[config.mk]
export PLATFORM = sky130hd
export DESIGN_NAME = dpram_fifo_ctrl
export DESIGN_NICKNAME = d
export VERILOG_FILES = /design/src/rtl/dpram_fifo_ctrl.sv
export SDC_FILE = /design/constraint.sdc
export NUM_CORES = 1
export LEC_CHECK = 0
export ABC_AREA = 1
export BUFFER_PORTS_ARGS = -buffer_cell sky130_fd_sc_hd__buf_2
export CORE_MARGIN = 8
export CORE_UTILIZATION = 53
export CTS_CLUSTER_DIAMETER = 100
export CTS_CLUSTER_SIZE = 10
export DETAILED_ROUTE_END_ITERATION = 8
export PLACE_DENSITY = 0.8
export SLEW_MARGIN = 40
export SYNTH_ARGS = -nofsm -noshare
export SYNTH_HDL_FRONTEND = slang
export SYNTH_SLANG_ARGS = --single-unit
[constraint.sdc]
create_clock -name clk -period 4.4 [get_ports clk]
set_input_delay 0.88 -clock clk [delete_from_list [all_inputs] [get_ports clk]]
set_output_delay 0.88 -clock clk [all_outputs]
set_load 0.01 [all_outputs]
[src/rtl/dpram_fifo_ctrl.sv]
// dpram_fifo_ctrl
// ---------------------------------------------------------------------------
// Single-clock FIFO controller that wraps an external dual-port RAM and
// presents it as a valid/ready streaming FIFO.
//
// Port summary
//   clk, reset_n       system clock, synchronous active-low reset
//   flush              synchronous clear of all FIFO state (RAM untouched)
//   in_data/in_valid/in_ready     producer side
//   out_data/out_valid/out_ready  consumer side
//   level              words held: RAM + in-flight read + output stage
//   ram_address_a, ram_data_a, ram_wren_a   RAM write port (port A)
//   ram_address_b, ram_rden_b, ram_q_b      RAM read port (port B),
//                                           q_b valid the cycle after rden_b
//
// Handshake: a word moves on a side only in a cycle where valid and ready
// are both high at the rising edge; valid never depends on ready, and the
// offered word holds steady until it is taken.
// ---------------------------------------------------------------------------
module dpram_fifo_ctrl #(
    parameter int ADDR_W = 8,
    parameter int DATA_W = 8
) (
    input  logic              clk,
    input  logic              reset_n,
    input  logic              flush,
    input  logic [DATA_W-1:0] in_data,
    input  logic              in_valid,
    output logic              in_ready,
    output logic [DATA_W-1:0] out_data,
    output logic              out_valid,
    input  logic              out_ready,
    output logic [ADDR_W+1:0] level,
    output logic [ADDR_W-1:0] ram_address_a,
    output logic [DATA_W-1:0] ram_data_a,
    output logic              ram_wren_a,
    output logic [ADDR_W-1:0] ram_address_b,
    output logic              ram_rden_b,
    input  logic [DATA_W-1:0] ram_q_b
);

    // DEPTH expressed at mem_count width
    localparam logic [ADDR_W:0] DEPTH_W = {1'b1, {ADDR_W{1'b0}}};

    logic [ADDR_W-1:0] wr_ptr;
    logic [ADDR_W-1:0] rd_ptr;
    logic [ADDR_W:0]   mem_count;
    logic              rd_pending;
    logic              head_v;
    logic              skid_v;
    logic [DATA_W-1:0] head_d;
    logic [DATA_W-1:0] skid_d;

    logic              run_ok;
    logic              push;
    logic              pop;
    logic              issue;
    logic [1:0]        stage_cnt;
    logic [2:0]        occ_after;

    logic              head_v_n;
    logic              skid_v_n;
    logic [DATA_W-1:0] head_d_n;
    logic [DATA_W-1:0] skid_d_n;

    // Reset and flush both suppress any transfer in their cycle.
    assign run_ok = reset_n & ~flush;

    // in_ready looks only at registered state, so a slot freed by this
    // cycle's read is not rewritten until the next cycle: no same-edge
    // write/read to one address.
    assign in_ready = (mem_count < DEPTH_W);

    assign push = in_valid & in_ready & run_ok;
    assign pop  = head_v & out_ready & run_ok;

    assign stage_cnt = {1'b0, head_v} + {1'b0, skid_v};

    // Occupancy the output stage will see once this cycle's pop retires and
    // the pending read lands; a new read may only be issued if it still fits.
    assign occ_after = {1'b0, stage_cnt} + {2'b00, rd_pending} - {2'b00, pop};
    assign issue     = (mem_count != '0) & (occ_after < 3'd2) & run_ok;

    assign ram_wren_a    = push;
    assign ram_address_a = wr_ptr;
    assign ram_data_a    = in_data;
    assign ram_rden_b    = issue;
    assign ram_address_b = rd_ptr;

    assign out_valid = head_v;
    assign out_data  = head_d;

    assign level = {1'b0, mem_count}
                 + {{ADDR_W{1'b0}}, 1'b0, rd_pending}
                 + {{ADDR_W{1'b0}}, stage_cnt};

    // Output stage next state: the skid shifts into the head on pop first,
    // then the returning RAM word fills the first free entry.
    always_comb begin
        head_v_n = head_v;
        head_d_n = head_d;
        skid_v_n = skid_v;
        skid_d_n = skid_d;
        if (pop) begin
            head_v_n = skid_v;
            if (skid_v) begin
                head_d_n = skid_d;
            end
            skid_v_n = 1'b0;
        end
        if (rd_pending) begin
            if (!head_v_n) begin
                head_v_n = 1'b1;
                head_d_n = ram_q_b;
            end else begin
                skid_v_n = 1'b1;
                skid_d_n = ram_q_b;
            end
        end
    end

    always_ff @(posedge clk) begin
        if (!reset_n || flush) begin
            // Clearing rd_pending here drops any read already in flight, so
            // the q_b word that returns next cycle is never captured.
            wr_ptr     <= '0;
            rd_ptr     <= '0;
            mem_count  <= '0;
            rd_pending <= 1'b0;
            head_v     <= 1'b0;
            skid_v     <= 1'b0;
            head_d     <= '0;
            skid_d     <= '0;
        end else begin
            if (push) begin
                wr_ptr <= wr_ptr + 1'b1;
            end
            if (issue) begin
                rd_ptr <= rd_ptr + 1'b1;
            end
            mem_count  <= mem_count + {{ADDR_W{1'b0}}, push}
                                    - {{ADDR_W{1'b0}}, issue};
            rd_pending <= issue;
            head_v     <= head_v_n;
            head_d     <= head_d_n;
            skid_v     <= skid_v_n;
            skid_d     <= skid_d_n;
        end
    end

endmodule

=== Word-level counts from Yosys, hierarchy flattened ===
Cells that the tools add are included.

* Output and inout bits: 46
* ROM bits: 0
* Flip-flop bits (word level): 44
* Bits in latches: 0
* Memory bits (writable): 0
* Memories kept: 0

* Shift-type cells: 0
* Reductions and logical operators: 4
* Multiplexer cells: 9
* Magnitude comparators: 2
* Multipliers: 0
* Div/mod/pow operators: 0
* Add/sub/neg operators: 9
* Bitwise logic cells: 8
* Equal/unequal tests: 0

{| class="wikitable"
|+ Operators by type and width
! operator !! count
|-
| 8-bit two-way mux || 4
|-
| 8-bit by 1-bit adder with 8-bit output, second input constant || 2
|-
| 10-bit by 2-bit adder with 10-bit output || 1
|-
| 9-bit by 1-bit adder with 10-bit output || 1
|-
| 9-bit by 1-bit adder with 9-bit output || 1
|-
| 9-bit < comparator, second input constant || 1
|-
| 9-bit nonzero test || 1
|-
| 9-bit by 1-bit subtractor with 9-bit output || 1
|-
| 1-bit AND || 7
|-
| 1-bit two-way mux || 5
|-
| 2-bit by 1-bit adder with 3-bit output || 1
|-
| 3-bit by 2-bit < comparator with 1-bit output, second input constant || 1
|-
| 3-bit by 1-bit subtractor with 3-bit output || 1
|-
| 1-bit by 1-bit adder with 2-bit output || 1
|-
| 2-bit AND reduction || 1
|-
| 1-bit logical NOT || 1
|-
| 1-bit logical OR || 1
|-
| 1-bit NOT || 1
|}

=== Logic depth before layout (Yosys ltp) ===
* Word-level depth: 8
* Mapped depth: 20

=== Worst setup path before layout ===
OpenSTA, ideal clock, no wires.

* Kind: input to register
* Start: input reset_n
* End: register mem_count[6]
* Data required time: 4,281 ps
* Data arrival time: 3,393 ps
* Setup slack: 887 ps
* Stages on the path: 20
* Library setup time: 119 ps
* Path buffers: 0
* Cells stage by stage: inv_2 nor2_8 nand3_4 inv_2 ha_1 inv_1 nand2_1 nand3_1 nand3_1 nor2_1 ha_1 inv_1 ha_1 fa_1 nand2_1 nand3_1 nand3_1 nand2_1 o21ai_0 a21oi_1

* Word-level cells in the longest chain between the ends: 7
* Elaborated cells on any way between the ends: 11
* Those cells by class: 3 x add/sub; 1 x order compare; 5 x bitwise; 2 x reduce/logical

{| class="wikitable"
|+ Ends and longest elaborated chain
! item !! RTL line !! source
|-
| start, declared || 25 || <nowiki>input logic reset_n,</nowiki>
|-
| 1-bit AND * || 67 || <nowiki>assign run_ok = reset_n & ~flush;</nowiki>
|-
| 1-bit AND || 75 || <nowiki>assign pop = head_v & out_ready & run_ok;</nowiki>
|-
| 3-bit by 1-bit subtractor with 3-bit output || 81 || <nowiki>assign occ_after = {1'b0, stage_cnt} + {2'b00, rd_pending} - {2'b00, pop};</nowiki>
|-
| 3-bit by 2-bit < comparator with 1-bit output || 82 || <nowiki>assign issue = (mem_count != '0) & (occ_after < 3'd2) & run_ok;</nowiki>
|-
| 1-bit AND || 82 ||
|-
| 1-bit AND * || 82 ||
|-
| named net ram_rden_b || 38 || <nowiki>output logic ram_rden_b,</nowiki>
|-
| 9-bit by 1-bit subtractor with 9-bit output * || 142 || <nowiki>- {{ADDR_W{1'b0}}, issue};</nowiki>
|-
| end signal, assigned || 141 || <nowiki>mem_count <= mem_count + {{ADDR_W{1'b0}}, push}</nowiki>
|-
| end, declared || 47 || <nowiki>logic [ADDR_W:0] mem_count;</nowiki>
|}

Mark *: on every way through the listed nets, which the timed path passes. The rest lies on a longest branch.
A chain may end at the register's enable or synchronous reset.

=== Worst setup path in the final report ===
* Start: input flush
* End: register mem_count[6]

* Word-level cells in the longest chain between the ends: 8
* Elaborated cells on any way between the ends: 11
* Those cells by class: 3 x add/sub; 1 x order compare; 6 x bitwise; 1 x reduce/logical

{| class="wikitable"
|+ Ends and longest elaborated chain
! item !! RTL line !! source
|-
| start, declared || 26 || <nowiki>input logic flush,</nowiki>
|-
| 1-bit NOT || 67 ||
|-
| 1-bit AND || 67 ||
|-
| 1-bit AND || 75 ||
|-
| 3-bit by 1-bit subtractor with 3-bit output || 81 ||
|-
| 3-bit by 2-bit < comparator with 1-bit output || 82 ||
|-
| 1-bit AND (2 in a row) || 82 ||
|-
| 9-bit by 1-bit subtractor with 9-bit output || 142 ||
|}

Parallel ways exist; a longest one is shown, timed or not.

==> key figures <==
Clock tree
  • Hold Buf Count CTS: 0
  • H-tree depth: 2
  • CTS tree: done
  • Worst-skew pair later-pin latency: 0.30 ns
  • Setup repair bufs after CTS: 0
  • Clk buf depth: 2
  • CTS root buf: clkbuf_8
  • Clock-pin transition on the worst setup and hold timing paths: 0.08 ns
  • CTS Buf Count: 5
  • Clock sinks: 44
  • Cts repair resizes: 0

Power
  • Comb power frac: 45.9%
  • NetSw: 0.579 mW
  • Pwr per Cell Area: 458 nW/µm²
  • Leak: 1.44 nW
  • Clk pwr share: 17.7%
  • Peak VDD IR: 0.000293 V
  • Part of the power in registers: 36.4%
  • Int Power: 0.787 mW
  • Overall power: 1.37 mW
  • Switching share of power: 42.4%

Synthesis
  • Number of synthesized flops with an enable pin: 0
  • Warnings from Yosys: 0
  • Synth area leaders: dfxtp_1, ha_1, inv_1
  • Net Count, Synth: 411
  • Post-Syn Instances: 364
  • Predominant post-synthesis flop cell: dfxtp_1
  • Cell variety after synth: 29
  • Synth top area share: 32.9%
  • Asr flop ratio synth: 0%
  • Synth area leader: dfxtp_1
  • Syn Area/Cell: 7.35 µm²
  • Count of state elements after synthesis: 44
  • Most common cell in the netlist: inv_1
  • Post-Syn Area: 2680 µm²
  • Post-synth top cells: inv_1, nand2_1, dfxtp_1, nor2_1, a21oi_1
  • Register area share after synthesis: 32.9%

Finish
  • Final nets: 453
  • Fillers: 453
  • Ant diodes: 0
  • P&R area growth vs syn: 11.5%
  • Final Non-Filler Cells: 476
  • Layout cell share with drive strength beyond 1: 16.7%
  • Fin util: 60.0%

Placed design
  • I/O Buffers: 50
  • HPWL after detailed placement: 4570 µm
  • Placed Instances: 469
  • GP Congestion: 0.835

Worst hold path
  • Worst min path class: flop to flop

Run
  • Max cap viols: 0

Timing
  • F_max: 283 MHz
  • Final Hold Vio Count: 0
  • Period utilisation layout: 80.3%
  • Clk_skew: 0.0101 ns
  • Measured slew at the worst slew-check pin: 0.459 ns
  • Pins over their slew limit: 0
  • Final TNS setup: 0 ns
  • Setup Viol. Count Final: 0
  • Unrepaired setup endpoints after global routing: no
  • Tmin final: 3.54 ns
  • Max-slew headroom: 69.4%

Global routing
  • GRT Total Usage: 16.7%
  • Grt total ovfl: 0
  • Initial antenna violation count: 0
  • First-pass GRT wire length: 10300 µm
  • Vias in the first global route: 2442
  • Largest net degree at the start of global routing: 36

Worst setup path
  • Worst-path fanout max: 10
  • Critical Path Max Stage Delay: 0.39 ns
  • CP Class: primary input to flop
  • Req. time, crit path: 4.58 ns
  • Cell with the largest stage delay on the worst path: fa_1
  • CP dominant cell by count: nand3_1
  • Worst path arrival time: 3.72 ns
  • Setup crit start kind: primary input
  • Crit-path cells: buf_2 > nor2_8 > nand3_4 > inv_2 > ha_1 > nor2_1 > nand3_1 > nand3_1 > nor2_1 > ha_1 > inv_1 > ha_1 > fa_1 > nand2_1 > nand3_1 > nand3_1 > nand2_1 > o21ai_0 > a21oi_1
  • Worst setup EP type: flop

Routing
  • DRC Markers: 0
  • Initial drt markers: 146
  • Final wirelength: 5890 µm
  • Antenna-violating nets left: 0
  • DR vias: 2409
  • Wire per inst: 12.4 µm
  • Vias per cell: 5.06
  • Drt pass-1 iters: 4

Run status
  • Outcome: completed

Die
  • Die X: 87.1 µm
  • Core area: 4980 µm²
  • Top Ports: 67
  • Cell Rows: 26
  • Chip height: 87.1 µm
  • Die area: 7580 µm²
  • Initial Utilization: 53.8%
==> placed cells by master, fill, tap and decap left out, types with 2 or more instances in the layout <==
master	netlist	routed
nand3_4	2	2
inv_1	54	54
nor2_1	44	44
a21oi_1	31	31
ha_1	23	23
nand2_2	2	2
inv_2	2	2
o21ai_0	28	28
nand2_1	50	50
dfxtp_1	44	44
clkbuf_8	0	5
o21bai_1	7	7
fa_1	3	3
nand3_1	28	28
buf_2	1	50
a21boi_0	8	8
nand4_1	4	4
xor2_1	8	8
nor2_2	2	2
==> registers in the layout (all words and copies together) (netlist names) <==
| register | flops |
|---|---|
| out_data | 8 |
| skid_d | 8 |
| ram_address_b | 8 |
| skid_v | 1 |
| out_valid | 1 |
| mem_count | 9 |
| rd_pending | 1 |
| ram_address_a | 8 |
==> per-stage QoR <==
step / setup WS, ns / hold slack, ns / area, µm²
floorplan: 0.887 / 0.430 / 2680
global placement: 0.720 / 0.448 / 2910
detailed placement: 0.517 / 0.448 / 2910
CTS: 0.845 / 0.460 / 2990
global route: 0.609 / 0.494 / 2990
finish: 0.865 / 0.460 / 2990
==> power groups by stage <==
stage               combinational [mW]  clock [mW]  sequential [mW]
floorplan                        0.495           0            0.499
global placement                 0.601           0            0.507
detailed placement               0.626           0            0.506
CTS                              0.629       0.250            0.498
global route                     0.722       0.271            0.505
finish                           0.627       0.241            0.498
==> per-layer routing <==
| layer | global-route usage, % | wire length (µm) | vias to the layer above | share of wire, % |
|---|---|---|---|---|
| li1 | - | - | 1247 | - |
| met1 | 19.3 | 2610 | 1096 | 44 |
| met2 | 29.2 | 2850 | 64 | 48 |
| met3 | 5.19 | 424 | 2 | 7.2 |
| met4 | 3.76 | 14 | 0 | 0.24 |
| met5 | 0 | 0 | - | 0 |
==> worst max-delay path, delay by kind of cell <==
kind                     cells  cell delay (ns)
adder cells (fa/ha/maj)      4             1.16
buffers and inverters        3             0.34
AND/OR/NAND/NOR             10             1.11
AO/OA/AOI/OAI                2             0.20
==> logic make-up after synthesis <==
family	share of synthesized area, %
AO/OA/AOI/OAI	15.7
AND/OR/NAND/NOR	23.4
flip-flops	32.9
buffers and inverters	12.3
adder cells (fa/ha/maj)	13.0
XOR/XNOR	2.62
==> worst paths after layout <==
check	start	endpoint	slack [ns]	depth (start not counted)
max	flush	mem_count[6]$_SDFF_PN0_	0.86	19
min	skid_d[3]$_SDFFE_PN0P_	skid_d[3]$_SDFFE_PN0P_	0.46	2
max reg2reg	skid_v$_SDFF_PN0_	mem_count[6]$_SDFF_PN0_	1.04	17
min reg2reg	skid_d[3]$_SDFFE_PN0P_	skid_d[3]$_SDFFE_PN0P_	0.46	2
==> final cells by class <==
cell class                      instances  area, µm²  area share, %
Clock buffer                            6       72.6           2.43
Clock inverter                          1       5.00          0.168
Inverter                               57        216           7.25
Multi-Input combinational cell        247       1470           49.1
Sequential cell                        44        881           29.5
Tap cell                               70       87.6           2.93
Timing Repair Buffer                   51        258           8.63
Power figures use the tool's default switching activity.
